<file path="src/rtl/decode_issue.sv">
`default_nettype none
// ============================================================================
//  Module      : decode_issue
//  Description : Instruction decode/issue stage. Holds one fetched
//                instruction, drives the register file read selects,
//                tracks in-flight destinations in a scoreboard to stall
//                on RAW/WAW hazards, and fills a registered ID/EX slot
//                through a valid/ready handshake.
//  Revision    : 1.0 - initial release
// ============================================================================
module decode_issue #(
    parameter int DATA_WIDTH = 8
) (
    input  logic                  clk,
    input  logic                  rst,        // asynchronous, active-low
    input  logic                  if_valid,
    input  logic [7:0]            if_inst,
    output logic                  if_ready,
    output logic [1:0]            re_1,
    output logic [1:0]            re_2,
    input  logic [DATA_WIDTH-1:0] rf_data_1,
    input  logic [DATA_WIDTH-1:0] rf_data_2,
    output logic                  ex_valid,
    input  logic                  ex_ready,
    output logic [1:0]            ex_op,
    output logic [1:0]            ex_rd,
    output logic                  ex_write,
    output logic [DATA_WIDTH-1:0] ex_a,
    output logic [DATA_WIDTH-1:0] ex_b,
    input  logic                  wb_valid,
    input  logic [1:0]            wb_rd,
    input  logic                  flush
);

    localparam logic [1:0] c_OP_ADD = 2'b00;
    localparam logic [1:0] c_OP_SUB = 2'b01;
    localparam logic [1:0] c_OP_NOP = 2'b11;

    // Decode holding register
    logic                  r_id_valid;
    logic [7:0]            r_id_inst;

    // Scoreboard of destinations issued but not yet written back
    logic [3:0]            r_pending;

    // ID/EX slot
    logic                  r_ex_valid;
    logic [1:0]            r_ex_op;
    logic [1:0]            r_ex_rd;
    logic                  r_ex_write;
    logic [DATA_WIDTH-1:0] r_ex_a;
    logic [DATA_WIDTH-1:0] r_ex_b;

    // Decoded fields of the held instruction
    logic [1:0]            w_op;
    logic [1:0]            w_rd;
    logic [1:0]            w_rs1;
    logic [1:0]            w_rs2;
    logic                  w_uses_rs1;
    logic                  w_uses_rs2;
    logic                  w_writes;
    logic                  w_hazard;
    logic                  w_issue;
    logic                  w_if_ready;
    logic                  w_accept;
    logic [DATA_WIDTH-1:0] w_opnd_a;
    logic [DATA_WIDTH-1:0] w_opnd_b;
    logic [3:0]            w_pending_nxt;

    // Field decode, hazard detection and handshake qualification
    always_comb begin
        w_op       = r_id_inst[7:6];
        w_rd       = r_id_inst[5:4];
        w_rs1      = r_id_inst[3:2];
        w_rs2      = r_id_inst[1:0];
        w_uses_rs1 = (w_op != c_OP_NOP);
        w_uses_rs2 = (w_op == c_OP_ADD) || (w_op == c_OP_SUB);
        w_writes   = (w_op != c_OP_NOP);
        // No bypass from writeback: a clear only becomes visible next cycle
        w_hazard   = r_id_valid &
                     ((w_uses_rs1 & r_pending[w_rs1]) |
                      (w_uses_rs2 & r_pending[w_rs2]) |
                      (w_writes   & r_pending[w_rd]));
        w_issue    = r_id_valid & ~w_hazard & (~r_ex_valid | ex_ready) & ~flush;
        w_if_ready = ~r_id_valid | w_issue;
        w_accept   = if_valid & w_if_ready & ~flush;
        // Unused operands are zeroed so execute sees clean values
        w_opnd_a   = w_uses_rs1 ? rf_data_1 : '0;
        w_opnd_b   = w_uses_rs2 ? rf_data_2 : '0;
    end

    // Scoreboard update: clears first, then the set from a new issue.
    // A set and a clear of the same bit cannot coincide because a
    // pending destination stalls the instruction (WAW).
    always_comb begin
        w_pending_nxt = r_pending;
        if (wb_valid) begin
            w_pending_nxt[wb_rd] = 1'b0;
        end
        if (flush && r_ex_valid && r_ex_write) begin
            w_pending_nxt[r_ex_rd] = 1'b0;
        end
        if (w_issue && w_writes) begin
            w_pending_nxt[w_rd] = 1'b1;
        end
    end

    // Decode holding register: flush squashes, otherwise load or drain
    always_ff @(posedge clk or negedge rst) begin
        if (!rst) begin
            r_id_valid <= 1'b0;
            r_id_inst  <= 8'h00;
        end else if (flush) begin
            r_id_valid <= 1'b0;
        end else if (w_accept) begin
            r_id_valid <= 1'b1;
            r_id_inst  <= if_inst;
        end else if (w_issue) begin
            r_id_valid <= 1'b0;
        end
    end

    // Scoreboard register
    always_ff @(posedge clk or negedge rst) begin
        if (!rst) begin
            r_pending <= 4'b0000;
        end else begin
            r_pending <= w_pending_nxt;
        end
    end

    // ID/EX slot: payload only changes on issue, so it holds while stalled
    always_ff @(posedge clk or negedge rst) begin
        if (!rst) begin
            r_ex_valid <= 1'b0;
            r_ex_op    <= 2'b00;
            r_ex_rd    <= 2'b00;
            r_ex_write <= 1'b0;
            r_ex_a     <= '0;
            r_ex_b     <= '0;
        end else if (flush) begin
            r_ex_valid <= 1'b0;
        end else if (w_issue) begin
            r_ex_valid <= 1'b1;
            r_ex_op    <= w_op;
            r_ex_rd    <= w_rd;
            r_ex_write <= w_writes;
            r_ex_a     <= w_opnd_a;
            r_ex_b     <= w_opnd_b;
        end else if (r_ex_valid && ex_ready) begin
            r_ex_valid <= 1'b0;
        end
    end

    assign if_ready = w_if_ready;
    assign re_1     = w_rs1;
    assign re_2     = w_rs2;
    assign ex_valid = r_ex_valid;
    assign ex_op    = r_ex_op;
    assign ex_rd    = r_ex_rd;
    assign ex_write = r_ex_write;
    assign ex_a     = r_ex_a;
    assign ex_b     = r_ex_b;

endmodule
`default_nettype wire
</file>
<file path="config.mk">
export PLATFORM = sky130hd
export DESIGN_NAME = decode_issue
export DESIGN_NICKNAME = d
export VERILOG_FILES = /design/src/rtl/decode_issue.sv
export SDC_FILE = /design/constraint.sdc
export NUM_CORES = 1
export LEC_CHECK = 0
export CORE_ASPECT_RATIO = 1.1
export CORE_MARGIN = 2
export CORE_UTILIZATION = 60
export DETAILED_ROUTE_END_ITERATION = 8
export DONT_BUFFER_PORTS = 1
export PLACE_DENSITY_LB_ADDON = 0.05
export SLEW_MARGIN = 30
export SYNTH_ARGS = -nofsm -noshare
export SYNTH_HDL_FRONTEND = slang
export SYNTH_SLANG_ARGS = --single-unit
</file>
<file path="constraint.sdc">
create_clock -name clk -period 3.17 [get_ports clk]
set_input_delay 0.4755 -clock clk [delete_from_list [all_inputs] [get_ports clk]]
set_output_delay 0.4755 -clock clk [all_outputs]
set_load 0.01 [all_outputs]
</file>
==> run summary, run 1 <==
In the layout the commonest cells are 35 x dfrtp_1, 13 x nand3_1. The count of buffers added on input and output ports is 0. The slew at the pin with the worst max-slew slack came out at 0.533 ns. The die span in y is 59.1 um. The via count of the first global-routing pass was ~1100.

The number of clock sinks is 35. Of the post-synthesis cell area, the part taken by muxes is between 10% and 20%. The area of the multi-input gates is between 600 and 700 um^2. The net count after synthesis is 167. The met1 wire length came out at roughly 1300 um.

The fraction of the mapped netlist area in simple logic gates is ~14%. Clock-pin slew was measured on the worst setup and hold paths at ~0.11 ns. Summed over all cells, the static leakage comes to 0.766 nW. The number of distinct library cells after synthesis came out at 34.

The minimum clock period after layout is around 2.8 ns. The wire length of the first global-routing pass is just over 5000 um. By area, the combinational part of the netlist is dominated by compound AO/OA/AOI/OAI gates. In this run, CTS created clock tree buffers numbering 5. The utilization after layout came out at 64.6%.

The combined flip-flop and latch cell area came out at 876 um^2. The highest clock frequency the design can meet is about 350 MHz. The power per cell area came out at just under 1000 mW/mm^2. The final critical-path share of the clock period came out at roughly 90%. The floorplan step set the die width to between 50 and 60 um. The total via count in the routed design came out at between 1000 and 1500. The wire length after detailed routing is roughly 3300 um. The final count of hold timing violations came out at 0.

The routed length per instance is between 15 and 20 um. The area growth from synthesis to layout is 5.36%. The routed design uses around 240 um of met3 wire. The die area came out at about 0.0032 mm^2. Leaving out fill and tap cells, the most frequent cell in the layout is dfrtp_1. The worst endpoint data arrival time came out at between 2 and 2.5 ns.

The initial antenna violation count is 0. The CTS tree is yes. The combined area of all synthesized cells is 0.00166 mm^2. The critical setup path kind is reg -> out. Yosys printed 0 warnings.

In the detailed route, the total length drawn on met2 is roughly 1600 um. STA classifies the critical path endpoint as an output pin. For this run, the total global-route usage over all layers was measured as between 20 and 25%. The beginning of the worst hold path is flush. The maximum count of clock buffers along a single path is 2. The final count of negative-setup-slack endpoints is 0. The sum of net half-perimeters after detailed placement is roughly 2400 um. The count of pins on the block boundary came out at just under 60. In this run the worst path has a maximum fanout of 21. The worst setup path is launched from a register.

The remaining design rule violation count is 0. The post-CTS resize count came out at 0. In this run the core area contains 20 standard-cell rows.

In this run the worst setup path begins at r_id_inst[4]. The tightest min-delay check is of the in -> reg type. The starting density of the core came out at about three fifths. 0 antenna diodes ended up in the layout. The worst path required time came out at 2.69 ns. The core region area came out at between 0.002 and 0.003 mm^2.

The tightest slew margin relative to the limit is between 60 and 70%. The flow ran to the end, and the final reports show no timing, DRC or antenna violations. The clock tree synthesis step divided the H-tree into 2 levels. The max-slew violation count is 0. The synthesis-stage register bit count came out at 35. In the routed layout, each cell is associated on average with a via count of 6.34. The startpoint identified for the worst register-to-register timing path is r_id_inst[4].

After detailed routing, no signal wire sits above met4. The tool flagged a number of max-cap violations equal to 0. The filler cell count came out at ~220. Entering global routing, the biggest net connects 36 pins. The remaining antenna violation count is 0. For this run, the register share of the synthesized area comes to between 50% and 60%.

The post-synthesis compound-gate area fraction came out at roughly 16%. The number of nets in the layout came out at roughly 170. Setup repair after global routing left no endpoint under its margin. The cell count after synthesis came out at 135. The placer congestion estimate is between 0.7 and 0.8. The CTS root buffer is clkbuf_4. Summing the areas of all xor and xnor instances in the mapped netlist gives 0% of the synthesized area. The global route total overflow came out at 0.

The ratio of cells with drive above 1 in the final layout is 19.7%. The number of search-and-repair iterations in the first detailed-routing pass came out at 6. The adder-cell area share of the yosys netlist is 0%.

For this block, the initial DRC count from the detailed router was 18. The clock skew after layout came out at about 0.012 ns. Across the VDD grid, the largest voltage drop is just over 600 uV.

The clock latency at the later pin of the worst-skew pair came out at about 0.35 ns. The setup total negative slack is 0 ns. The mean area per synthesized cell is 12.3 um^2.
## report_power, final
part	leakage [nW]	switching (mW)	internal (mW)
clock	0.0452	0.152	0.166
sequential	0.439	0.259	0.639
combinational	0.282	0.246	0.271
## worst max-delay path: stages (launching register included)
cell	delay (ns)
dfrtp_1	0.49
mux4_2	0.61
o21bai_2	0.22
a21oi_2	0.17
or2_4	0.37
nand2_1	0.15
## stage by stage
step | hold slack [ns] | worst slack (ns) | cell area [um^2] | cells | power, mW
after floorplan | 0.180 | 0.753 | 1660 | 135 | 1.32
after global placement | 0.181 | 0.779 | 1640 | 160 | 1.39
after detailed placement | 0.181 | 0.693 | 1640 | 160 | 1.42
after CTS | 0.159 | 0.298 | 1750 | 170 | 1.76
after global routing | 0.147 | 0.186 | 1750 | 170 | 1.85
final | 0.174 | 0.332 | 1750 | 170 | 1.73
## layer usage
| layer | vias to the layer above | GRT usage (%) |
|---|---|---|
| met2 | 36 | 36.3 |
| met5 | - | 0 |
| li1 | 499 | - |
| met1 | 535 | 26.1 |
| met4 | 0 | 9.29 |
| met3 | 8 | 9.85 |
## final timing paths
kind	end	depth (start not counted)	slack [ns]
max reg2reg	r_id_inst[4]	5	0.80
max	if_ready	5	0.33
min reg2reg	ex_a[3]	1	0.57
min	r_id_valid	1	0.17
max in group asynchronous	ex_a[1]	2	2.39
min in group asynchronous	r_pending[3]	2	0.59
## cell type report
class | instances | area share, %
Tap cell | 33 | 2.36
Clock buffer | 5 | 2.15
Multi-Input combinational cell | 88 | 40.0
Inverter | 3 | 0.645
Clock inverter | 3 | 2.51
Timing Repair Buffer | 3 | 2.15
Sequential cell | 35 | 50.1
## state kept, by name, summed over array words and instances, names as in the netlist
name / cells
ex_a: 8
ex_b: 8
r_id_inst: 8
r_pending: 4
ex_op: 2
ex_rd: 2
ex_valid: 1
ex_write: 1
r_id_valid: 1
## synth_stat cells
master     instances  area [um^2]
a21boi_0           1         7.51
a21oi_1            2         10.0
a21oi_2            2         17.5
a22o_1             8         70.1
a31oi_1            1         6.26
a32o_1             1         10.0
and4_1             1         8.76
buf_4              4         30.0
buf_6              3         33.8
clkbuf_1           2         7.51
dfrtp_1           35          876
inv_1              3         11.3
mux2_1             2         22.5
mux2_4             8          120
mux4_2             3         67.6
nand2_1            6         22.5
nand2b_1           6         37.5
nand3_1           13         65.1
nand3b_1           2         15.0
nand4_1            1         6.26
nor2_1             8         30.0
nor2b_1            1         6.26
nor3_1             1         5.00
nor3_2             1         10.0
nor3b_1            1         7.51
o21ai_0            3         15.0
o21ai_1            1         5.00
o21bai_2           1         11.3
o22ai_1            2         12.5
o2bb2ai_1          8         70.1
o32ai_1            1         8.76
o41ai_2            1         16.3
or2_1              1         6.26
or2_4              1         8.76
## logic make-up (layout without fill, tap and decap cells)
| kind of cell | count (synthesis) | after routing |
|---|---|---|
| simple gates | 43 | 43 |
| flops | 35 | 35 |
| compound gates | 32 | 32 |
| mux | 13 | 13 |
| buf+inv | 12 | 14 |
## what timing repair did
action | in CTS | in global routing
buffers inserted | 0 | 0
hold buffers | 2 | 0
endpoints found under the hold margin | 35 | 0
(Power assumes the default switching activity.)
==> run 2, diff against run 1 <==
CORE_UTILIZATION = 55   (was 60)
PLACE_DENSITY = 0.72   (was default)
PLACE_DENSITY_LB_ADDON = default   (was 0.05)
==> run 2 against run 1 <==
Against the previous run:
- clock power is 5% higher
- non-clock buffer count stayed put
- first-iteration DRC count is 120% higher
- global-route usage is 1.7 points lower
- flip-flop and latch count stayed put
- register-to-register slack hardly changed
- setup slack better by 0.022 ns
- worst hold slack better by 0.025 ns
- clock skew is 0.0035 ns lower
- via count is 1.8% higher
- count of clock-buffer cells in the layout is 1 higher
- critical path type unchanged
- largest cell class unchanged
==> run summary, run 2 (synthesis results as in run 1) <==
The post-route non-filler standard cell count came to 170 (unchanged). The post-CTS resize count came out at 0 (unchanged). The reported leakage power came to 0.769 nW (+0.40%). The number of DRC violations after detailed-routing iteration 0 is 39 (+21).

The number of buffers added by the clock tree synthesis step came to 5 (unchanged). The library cells used most frequently in the layout, excluding fill and tap cells, are 35 x dfrtp_1, 13 x nand3_1. The tightest slew margin relative to the limit is 66.1% (+1.8 points). The number of search-and-repair iterations in the first detailed-routing pass came out at 4 (-2). The met1 global-route usage was 25.2% (-0.91 points). The combined flip-flop and latch cell area is 876 um^2 (unchanged). The filler cell count came out at 241 (+11%). The remaining design rule violation count was 0 (unchanged).

The via-per-instance ratio came out at 6.45 (+1.8%). The worst-path maximum fanout came to 21 (unchanged). The placer congestion estimate came out at 0.754 (-2.3%). The initial antenna violation count is 0 (unchanged).

The power consumption came to 1.75 mW (+0.85%). The die span in y was 61.6 um (+4.1%). The minimum clock period after layout was 2.82 ns (-0.0217 ns). The setup path with the least slack is of type reg -> out. The row count was 20 (unchanged). The total via count in the routed design is 1097 (+1.8%). The utilization after layout came out at 61.9% (-2.7 points). The pin count of the biggest net entering global routing is 36 (unchanged). The wire length of the first global-routing pass was 5350 um (+5.3%). The post-placement cell area is 0.00164 mm^2 (unchanged). The library cell used most frequently in the layout, excluding fill and tap cells, is dfrtp_1. The worst IR drop on VDD came out at 646 uV (+5.0%).

The tree is rooted in a clkbuf_4. Setup repair after global routing left no endpoint under its margin. The final critical-path share of the clock period came out at 88.8% (-0.69 points). The cell depth of the worst min-delay path is 1 (unchanged).

The number of clock sinks is 35 (unchanged). The clock transition at the registers of the reported paths came out at 0.11 ns (about the same). The via count of the first global-routing pass was 1126 (+1.4%). In this run the worst hold path is classified as in -> reg.

The global route total overflow was 0 (unchanged). The worst path required time came out at 2.69 ns (about the same). The flow ran to the end, and the final reports show no timing, DRC or antenna violations.

The remaining antenna violation count came to 0 (unchanged). The routed length per instance came out at 19.0 um (-0.98%). The source of the worst register-to-register timing path is r_id_inst[2]. For hold timing, the worst endpoint is r_id_valid. The slack of the critical path was 0.353 ns (+0.0217 ns).

The slew at the pin with the worst max-slew slack is 0.507 ns (-0.0265 ns). The worst endpoint data arrival time came out at 2.34 ns (-0.02 ns). Relative to the synthesized area, the layout overhead comes to 5.66%. In this run the most critical hold path is launched from flush. The clock latency at the later pin of the worst-skew pair is 0.34 ns (about the same). The end of the worst register-to-register path is r_id_inst[3].

The final count of hold timing violations is 0 (unchanged). The die area came out at 0.00347 mm^2 (+8.4%). The max-cap check violation count is 0 (unchanged). The setup total negative slack is 0 ns (unchanged). The total routing resource utilization after global routing is 20.9% (-1.7 points). The post-route cell area is 0.00175 mm^2 (+0.29%). The worst setup path is captured at an output pin. The cell count after placement came to 160 (unchanged). The number of port buffers came out at 0 (unchanged). The path depth of the worst reg2reg path came to 5 (unchanged). The area of the multi-input gates came out at 699 um^2 (unchanged). The max-slew violation count came out at 0 (unchanged).

The number of hold-repair buffers added at the cts stage came to 2 (unchanged). The worst-case hold slack is 0.199 ns (+0.0253 ns). The post-CTS setup repair buffer count came to 0 (unchanged).

The ratio of cells with drive above 1 in the final layout was 19.7% (unchanged). The pre-CTS setup slack came out at 0.728 ns (+0.0348 ns). The clock skew after layout came out at 0.00807 ns (-0.00347 ns).

The register-to-register setup slack came out at 0.81 ns (about the same). The H-tree depth is 2 (unchanged). The met3 track utilization from global routing came out at 8.61% (-1.2 points). met2 is the most crowded layer.

The met2 demand-to-capacity share in global routing is 33.6% (-2.7 points). The highest clock frequency the design can meet is 355 MHz (+0.77%). The power per cell area came to 997 mW/mm^2 (+0.56%). The wire length after detailed routing is 3230 um (-0.98%). The number of nets in the layout came out at 168 (unchanged). The core region area is 0.00283 mm^2 (+4.6%). The critical path startpoint category is a register. The final count of negative-setup-slack endpoints came out at 0 (unchanged). The antenna diode count came out at 0 (unchanged). The count of pins on the block boundary came out at 59 (unchanged). The CTS tree is yes. The die width is 56.3 um (+4.1%).

The starting density of the core is 58.6% (-2.7 points). The sum of net half-perimeters after detailed placement came out at 2330 um (-1.2%). The maximum count of clock buffers along a single path came out at 2 (unchanged).
run 2: cell count changes in the layout (fill, tap and decap cells not counted):
cell and delta:
clkbuf_8 +1, clkinv_4 -1
run 2: how the worst max path moves through the flow:
| stage | start | endpoint | cells past startpoint |
|---|---|---|---|
| 2_1_floorplan | r_id_inst[4] | if_ready | 7 |
| 3_3_place_gp | r_id_inst[2] | if_ready | 5 |
| 3_5_place_dp | r_id_inst[2] | if_ready | 5 |
| 4_1_cts | r_id_inst[2] | if_ready | 5 |
| 5_1_grt | r_id_inst[2] | if_ready | 5 |
| 6_report | r_id_inst[2] | if_ready | 5 |
run 2: critical path, stage by stage, from the launching register on:
cell and delay [ns]:
dfrtp_1 0.46, mux4_2 0.60, o21bai_2 0.24, a21oi_2 0.17, or2_4 0.37, nand2_1 0.16
run 2: final cells by class:
cell class	instances	share of cell area [%]
clock buffer	6	2.93
clock inverter	2	2.00
sequential	35	50.0
timing repair buffer	3	2.14
multi-input combinational	88	39.9
inverter	3	0.643
tap	33	2.36
run 2: report_power, final:
part,leakage [nW],switching (mW),total [mW],internal (mW)
registers,0.439,0.256,0.895,0.639
clock network,0.0482,0.148,0.334,0.186
logic,0.282,0.246,0.517,0.271
total,0.769,0.650,1.75,1.10
run 2: layer usage:
layer,vias to the layer above,wire [um]
li1,501,-
met1,544,1350
met2,46,1610
met3,6,225
met4,0,38
met5,-,0
